===== src/rtl/fast_pkg.sv =====
// Shared constants, state encoding and helpers for the FAST ring register bank.
package fast_pkg;

  localparam int unsigned ADDR_REF    = 0;
  localparam int unsigned ADDR_RING0  = 1;
  localparam int unsigned THR_DEFAULT = 50;

  typedef enum logic {
    FILL    = 1'b0,
    PENDING = 1'b1
  } state_e;

  // Threshold sits directly after the last ring pixel.
  function automatic int unsigned addr_thr(input int unsigned ring_n);
    return ring_n + 1;
  endfunction

  function automatic int unsigned clog2(input int unsigned v);
    int unsigned r;
    r = 0;
    while ((64'(1) << r) < 64'(v)) r++;
    return r;
  endfunction

endpackage


===== src/rtl/fast_wr_decode.sv =====
// Write-address decode: one-hot register select plus out-of-range flag.
module fast_wr_decode
  import fast_pkg::*;
#(
  parameter int unsigned RING_N = 16,
  parameter int unsigned ADDR_W = 6
) (
  input  logic [ADDR_W-1:0] wr_addr,
  output logic [RING_N+1:0] sel_c,
  output logic              oor_c
);

  always_comb begin
    sel_c = '0;
    for (int unsigned i = 0; i < RING_N + 2; i++) begin
      sel_c[i] = (wr_addr == ADDR_W'(i));
    end
    oor_c = (wr_addr > ADDR_W'(addr_thr(RING_N)));
  end

endmodule


===== src/rtl/fast_ring_bank.sv =====
// Double-buffered window bank: host fills one bank while the comparator
// consumes the other through a valid/ready handshake.
module fast_ring_bank
  import fast_pkg::*;
#(
  parameter int unsigned PIX_W       = 8,
  parameter int unsigned RING_N      = 16,
  parameter int unsigned ADDR_W      = 6,
  parameter int unsigned THR_DEFAULT = fast_pkg::THR_DEFAULT
) (
  input  logic                      clk,
  input  logic                      nRESET,
  input  logic                      wr_en,
  input  logic [ADDR_W-1:0]         wr_addr,
  input  logic [PIX_W-1:0]          wr_data,
  input  logic                      wr_commit,
  output logic                      load_ready,
  output logic                      err,
  output logic                      out_valid,
  input  logic                      out_ready,
  output logic [PIX_W-1:0]          out_ref,
  output logic [RING_N*PIX_W-1:0]   out_ring,
  output logic [PIX_W-1:0]          out_thr
);

  localparam int unsigned SEL_W   = RING_N + 2;
  localparam int unsigned MASK_W  = RING_N + 1;
  localparam int unsigned RING_W  = RING_N * PIX_W;
  localparam int unsigned THR_IDX = addr_thr(RING_N);

  logic [SEL_W-1:0]  sel_c;
  logic              oor_c;

  state_e            state, state_nx;
  logic [PIX_W-1:0]  fill_ref, fill_ref_nx;
  logic [PIX_W-1:0]  fill_thr, fill_thr_nx;
  logic [RING_W-1:0] fill_ring, fill_ring_nx;
  logic [MASK_W-1:0] mask, mask_nx, mask_wr_c;
  logic              wr_ok_c, xfer_c, valid_nx, err_nx;

  fast_wr_decode #(
    .RING_N (RING_N),
    .ADDR_W (ADDR_W)
  ) u_wr_decode (
    .wr_addr (wr_addr),
    .sel_c   (sel_c),
    .oor_c   (oor_c)
  );

  // Fill-bank view including this cycle's write, so a same-cycle commit sees it.
  always_comb begin
    wr_ok_c      = wr_en && !oor_c && (state == FILL);
    fill_ref_nx  = fill_ref;
    fill_ring_nx = fill_ring;
    fill_thr_nx  = fill_thr;
    mask_wr_c    = mask;
    if (wr_ok_c) begin
      if (sel_c[ADDR_REF]) fill_ref_nx = wr_data;
      for (int unsigned i = 0; i < RING_N; i++) begin
        if (sel_c[ADDR_RING0 + i]) fill_ring_nx[i*PIX_W +: PIX_W] = wr_data;
      end
      if (sel_c[THR_IDX]) fill_thr_nx = wr_data;
      mask_wr_c = mask | sel_c[MASK_W-1:0];
    end
  end

  // Commit / transfer / consume decision.
  always_comb begin
    state_nx = state;
    mask_nx  = mask_wr_c;
    xfer_c   = 1'b0;
    valid_nx = out_valid;
    err_nx   = wr_en && (oor_c || (state == PENDING));
    case (state)
      FILL: begin
        if (wr_commit) begin
          if (!(&mask_wr_c)) begin
            err_nx = 1'b1;
          end else if (!out_valid || out_ready) begin
            xfer_c  = 1'b1;
            mask_nx = '0;
          end else begin
            state_nx = PENDING;
          end
        end
      end
      PENDING: begin
        if (out_ready) begin
          xfer_c   = 1'b1;
          mask_nx  = '0;
          state_nx = FILL;
        end
      end
      default: state_nx = FILL;
    endcase
    if (xfer_c) begin
      valid_nx = 1'b1;
    end else if (out_valid && out_ready) begin
      valid_nx = 1'b0;
    end
  end

  always_ff @(posedge clk or negedge nRESET) begin
    if (!nRESET) state <= FILL;
    else         state <= state_nx;
  end

  always_ff @(posedge clk or negedge nRESET) begin
    if (!nRESET) begin
      fill_ref   <= '0;
      fill_ring  <= '0;
      fill_thr   <= PIX_W'(THR_DEFAULT);
      mask       <= '0;
      out_valid  <= 1'b0;
      out_ref    <= '0;
      out_ring   <= '0;
      out_thr    <= PIX_W'(THR_DEFAULT);
      err        <= 1'b0;
      load_ready <= 1'b1;
    end else begin
      fill_ref   <= fill_ref_nx;
      fill_ring  <= fill_ring_nx;
      fill_thr   <= fill_thr_nx;
      mask       <= mask_nx;
      out_valid  <= valid_nx;
      err        <= err_nx;
      load_ready <= (state_nx == FILL);
      if (xfer_c) begin
        out_ref  <= fill_ref_nx;
        out_ring <= fill_ring_nx;
        out_thr  <= fill_thr_nx;
      end
    end
  end

endmodule


===== config.mk =====
export PLATFORM = sky130hd
export DESIGN_NAME = fast_ring_bank
export DESIGN_NICKNAME = d
export VERILOG_FILES = /design/src/rtl/fast_pkg.sv /design/src/rtl/fast_wr_decode.sv /design/src/rtl/fast_ring_bank.sv
export SDC_FILE = /design/constraint.sdc
export NUM_CORES = 1
export LEC_CHECK = 0
export ABC_AREA = 1
export CORE_UTILIZATION = 30
export DETAILED_ROUTE_END_ITERATION = 8
export PLACE_DENSITY = 0.55
export SYNTH_ARGS = -nofsm -noshare
export SYNTH_HDL_FRONTEND = slang
export SYNTH_SLANG_ARGS = --single-unit

===== constraint.sdc =====
create_clock -name clk -period 3 [get_ports clk]
set_input_delay 0.6 -clock clk [delete_from_list [all_inputs] [get_ports clk]]
set_output_delay 0.6 -clock clk [all_outputs]
set_load 0.01 [all_outputs]

==> results.py <==
metrics = {
    "critical_path": {
        "critPathMaxFanout": 63,
        "r2r-end": "out_ring[111]",
        "worstPathRequired_ns": 3.46,
        "cp-start-kind": "input pin",
        "cp_data_arrival_time_ns": 3.13,
        "cp-end-kind": "register",
        "r2r_start": "state",
        "worst-r2r-setup-slack_ns": 0.60,
        "worstSetupPathType": "in -> reg",
        "r2r_cells": 11,
    },
    "clock_network": {
        "cts_buffer_depth": 3,
        "clock_tree.root_cell": "clkbuf_16",
        "post_cts_buffers": 0,
        "hold_buffers": 0,
        "cts_max_level": 2,
        "cts_tree": "done",
        "cts_resized": 0,
        "path_clk_slew_ns": 0.06,
        "numClockSinks": 309,
        "cts_inserted_buffers": 36,
        "clk_latency_ns": 0.52,
    },
    "power": {
        "seq_power_share_pct": 45.6,
        "power.leakage_uw": 0.00797,
        "p_total_uw": 9610,
        "combinationalPowerShare_pct": 5.3,
        "power_density_mw_per_mm2": 610,
        "swShare_pct": 21.5,
        "vdd_ir_drop_max_v": 0.000319,
        "p_sw_uw": 2070,
        "intPower_uw": 7540,
        "clock_power_share_pct": 49.1,
    },
    "finish": {
        "stdcell_count": 2026,
        "drive_above_1_share_pct": 10.7,
        "syn_to_final_growth_pct": 33.7,
        "post-route-util_pct": 40.7,
        "nNetsFinal": 1502,
    },
    "floorplanning": {
        "die_x_microns": 200,
        "initial_core_util_pct": 30.4,
        "dieArea_sq_mm": 0.0401,
        "io_pins": 166,
        "die_y_microns": 200,
        "rows": 72,
        "design.core.area_sq_mm": 0.0387,
    },
    "global_route": {
        "grt_max_degree": 79,
        "grt_use_total_pct": 16.5,
        "gr-total-overflow": 0,
        "antenna_found_initial": 2,
        "grt_pass1_wl_microns": 51700,
        "first_global_vias": 9133,
    },
    "sta": {
        "setup_violations": 0,
        "finalCritPeriodShare_pct": 89.0,
        "rsz0062_at_grt": "no",
        "maxSlewHeadroom_pct": 31.2,
        "worst_pin_slew_ns": 1.03,
        "skew_ns": 0.0137,
        "fin_crit_ns": 2.67,
        "max_freq_mhz": 375,
        "finalHoldViolCount": 0,
        "slew_viol_final": 0,
    },
    "yosys": {
        "ys_ff_latch": 309,
        "syn_inst": 1261,
        "synth_edf_count": 0,
        "synth_area_sq_mm": 0.0118,
        "synth_common_cells": "nand2_1, dfrtp_1, nor2_1",
        "synth.most_common_cell": "nand2_1",
        "synthFlopType": "dfrtp_1",
        "synth_top_area_share_pct": 64.1,
        "syn_nets": 1280,
        "synth_area_leaders": "dfrtp_1, nand2_1, a21oi_1",
        "synth.largest_area_cell": "dfrtp_1",
        "avgSynthCellArea_sq_um": 9.35,
        "synth.distinct_cells": 28,
        "seq_area_frac_synth_pct": 65.7,
        "ys_async_sr_fraction_pct": 100,
        "synth.yosys.warnings": 0,
    },
    "drt": {
        "routedWlPerCell_microns": 15.7,
        "ant_nets": 0,
        "drtPass1Iterations": 5,
        "vias": 8907,
        "routed_wirelength_microns": 31900,
        "drt_iter0_drc": 426,
        "drc": 0,
        "viasPerCell": 4.40,
    },
    "placed_design": {
        "globalplace.congestion": 0.865,
        "dp_cells": 1963,
        "hpwl_microns": 20600,
        "io_buffers": 165,
    },
    "min_path": {
        "min_path_type": "in -> async",
    },
    "outcome": {
        "status": "complete, no violations",
    },
    "flow_run": {
        "maxCapViolations": 0,
    },
}
-- flip-flops by register name (all words and copies together), names as in the netlist --
name        flops
load_ready      1
out_thr         8
err             1
mask           17
out_valid       1
out_ring      128
state           1
fill_ring     128
out_ref         8
fill_ref        8
fill_thr        8
-- how the worst max path moves through the flow --
stage	slack (ns)	cells after the start	from	to
floorplan	0.61	15	wr_en	out_ref[0]
global placement	-0.17	17	wr_addr[4]	out_ring[7]
detailed placement	-0.20	16	wr_addr[4]	out_ring[111]
CTS	0.35	17	wr_addr[4]	out_ring[55]
global route	0.04	15	wr_addr[4]	out_ring[56]
finish	0.33	14	wr_addr[4]	out_ring[111]
-- cells by family after synthesis --
family                 count (synthesis)  share of synthesized area [%]
muxes                                  8                          0.764
AOI/OAI and AO/OA                    154                           6.75
and+or+nand+nor                      685                           22.7
buffers and inverters                105                           4.15
DFF                                  309                           65.7
-- layer usage --
layer / GRT usage [%] / vias to the layer above / share of wire, %
li1: - / 4388 / -
met1: 21.7 / 4296 / 45
met2: 27.2 / 178 / 48
met3: 3.48 / 45 / 4.7
met4: 5.14 / 0 / 1.9
met5: 0 / - / 0
-- area by class of cell --
type	count	area, sq um
Multi-Input combinational cell	847	3570
Clock buffer	51	1050
Timing Repair Buffer	243	2340
Clock inverter	11	234
Fill cell	3872	23000
Inverter	46	175
Sequential cell	309	7740
Antenna cell	1	2.50
Tap cell	518	648
-- power by group through the flow --
stage | Clock [uW] | Combinational (uW) | Sequential (uW)
after floorplan | 0 | 240 | 4440
after global placement | 0 | 506 | 4450
after detailed placement | 0 | 518 | 4450
after CTS | 4870 | 521 | 4380
after global routing | 5030 | 583 | 4390
final | 4720 | 508 | 4380
-- placed cells by master, fill, tap and decap left out, drive strengths merged, types with 5 or more instances in the layout --
master         synthesis  final
o21ai                 64     64
dfstp                  7      7
clkbuf                32     51
nand4                 11     11
clkinv                 1      5
nor2                 112    112
buf                   27     79
a21oi                 83     83
clkdlybuf4s50          0    164
o21bai                 6      6
dfrtp                302    302
nand3                 11     11
nand2                549    549
inv                   45     45
bufinv                 0      7
mux2                   8      8
-- per-stage QoR --
step	instance area, sq um	setup TNS (ns)	worst slack, ns	hold WS, ns
4_1_cts	15800	0	0.350	0.0738
3_5_place_dp	14500	-25.64	-0.204	0.457
5_1_grt	15800	0	0.0392	0.108
6_report	15800	0	0.331	0.0713
2_1_floorplan	11800	0	0.609	0.304
3_3_place_gp	14500	-19.64	-0.170	0.453
-- critical path, cell delays in order --
cell,delay [ns]
clkdlybuf4s50_1,0.51
nor2_4,0.22
inv_2,0.06
nor2_1,0.14
buf_4,0.13
nand2_1,0.05
o21bai_1,0.21
nand2_1,0.11
nor2_1,0.16
nand4_1,0.25
nand2_8,0.17
buf_12,0.28
nand2_1,0.10
nand2_1,0.08
No activity file was read; power rests on OpenSTA's default activity.
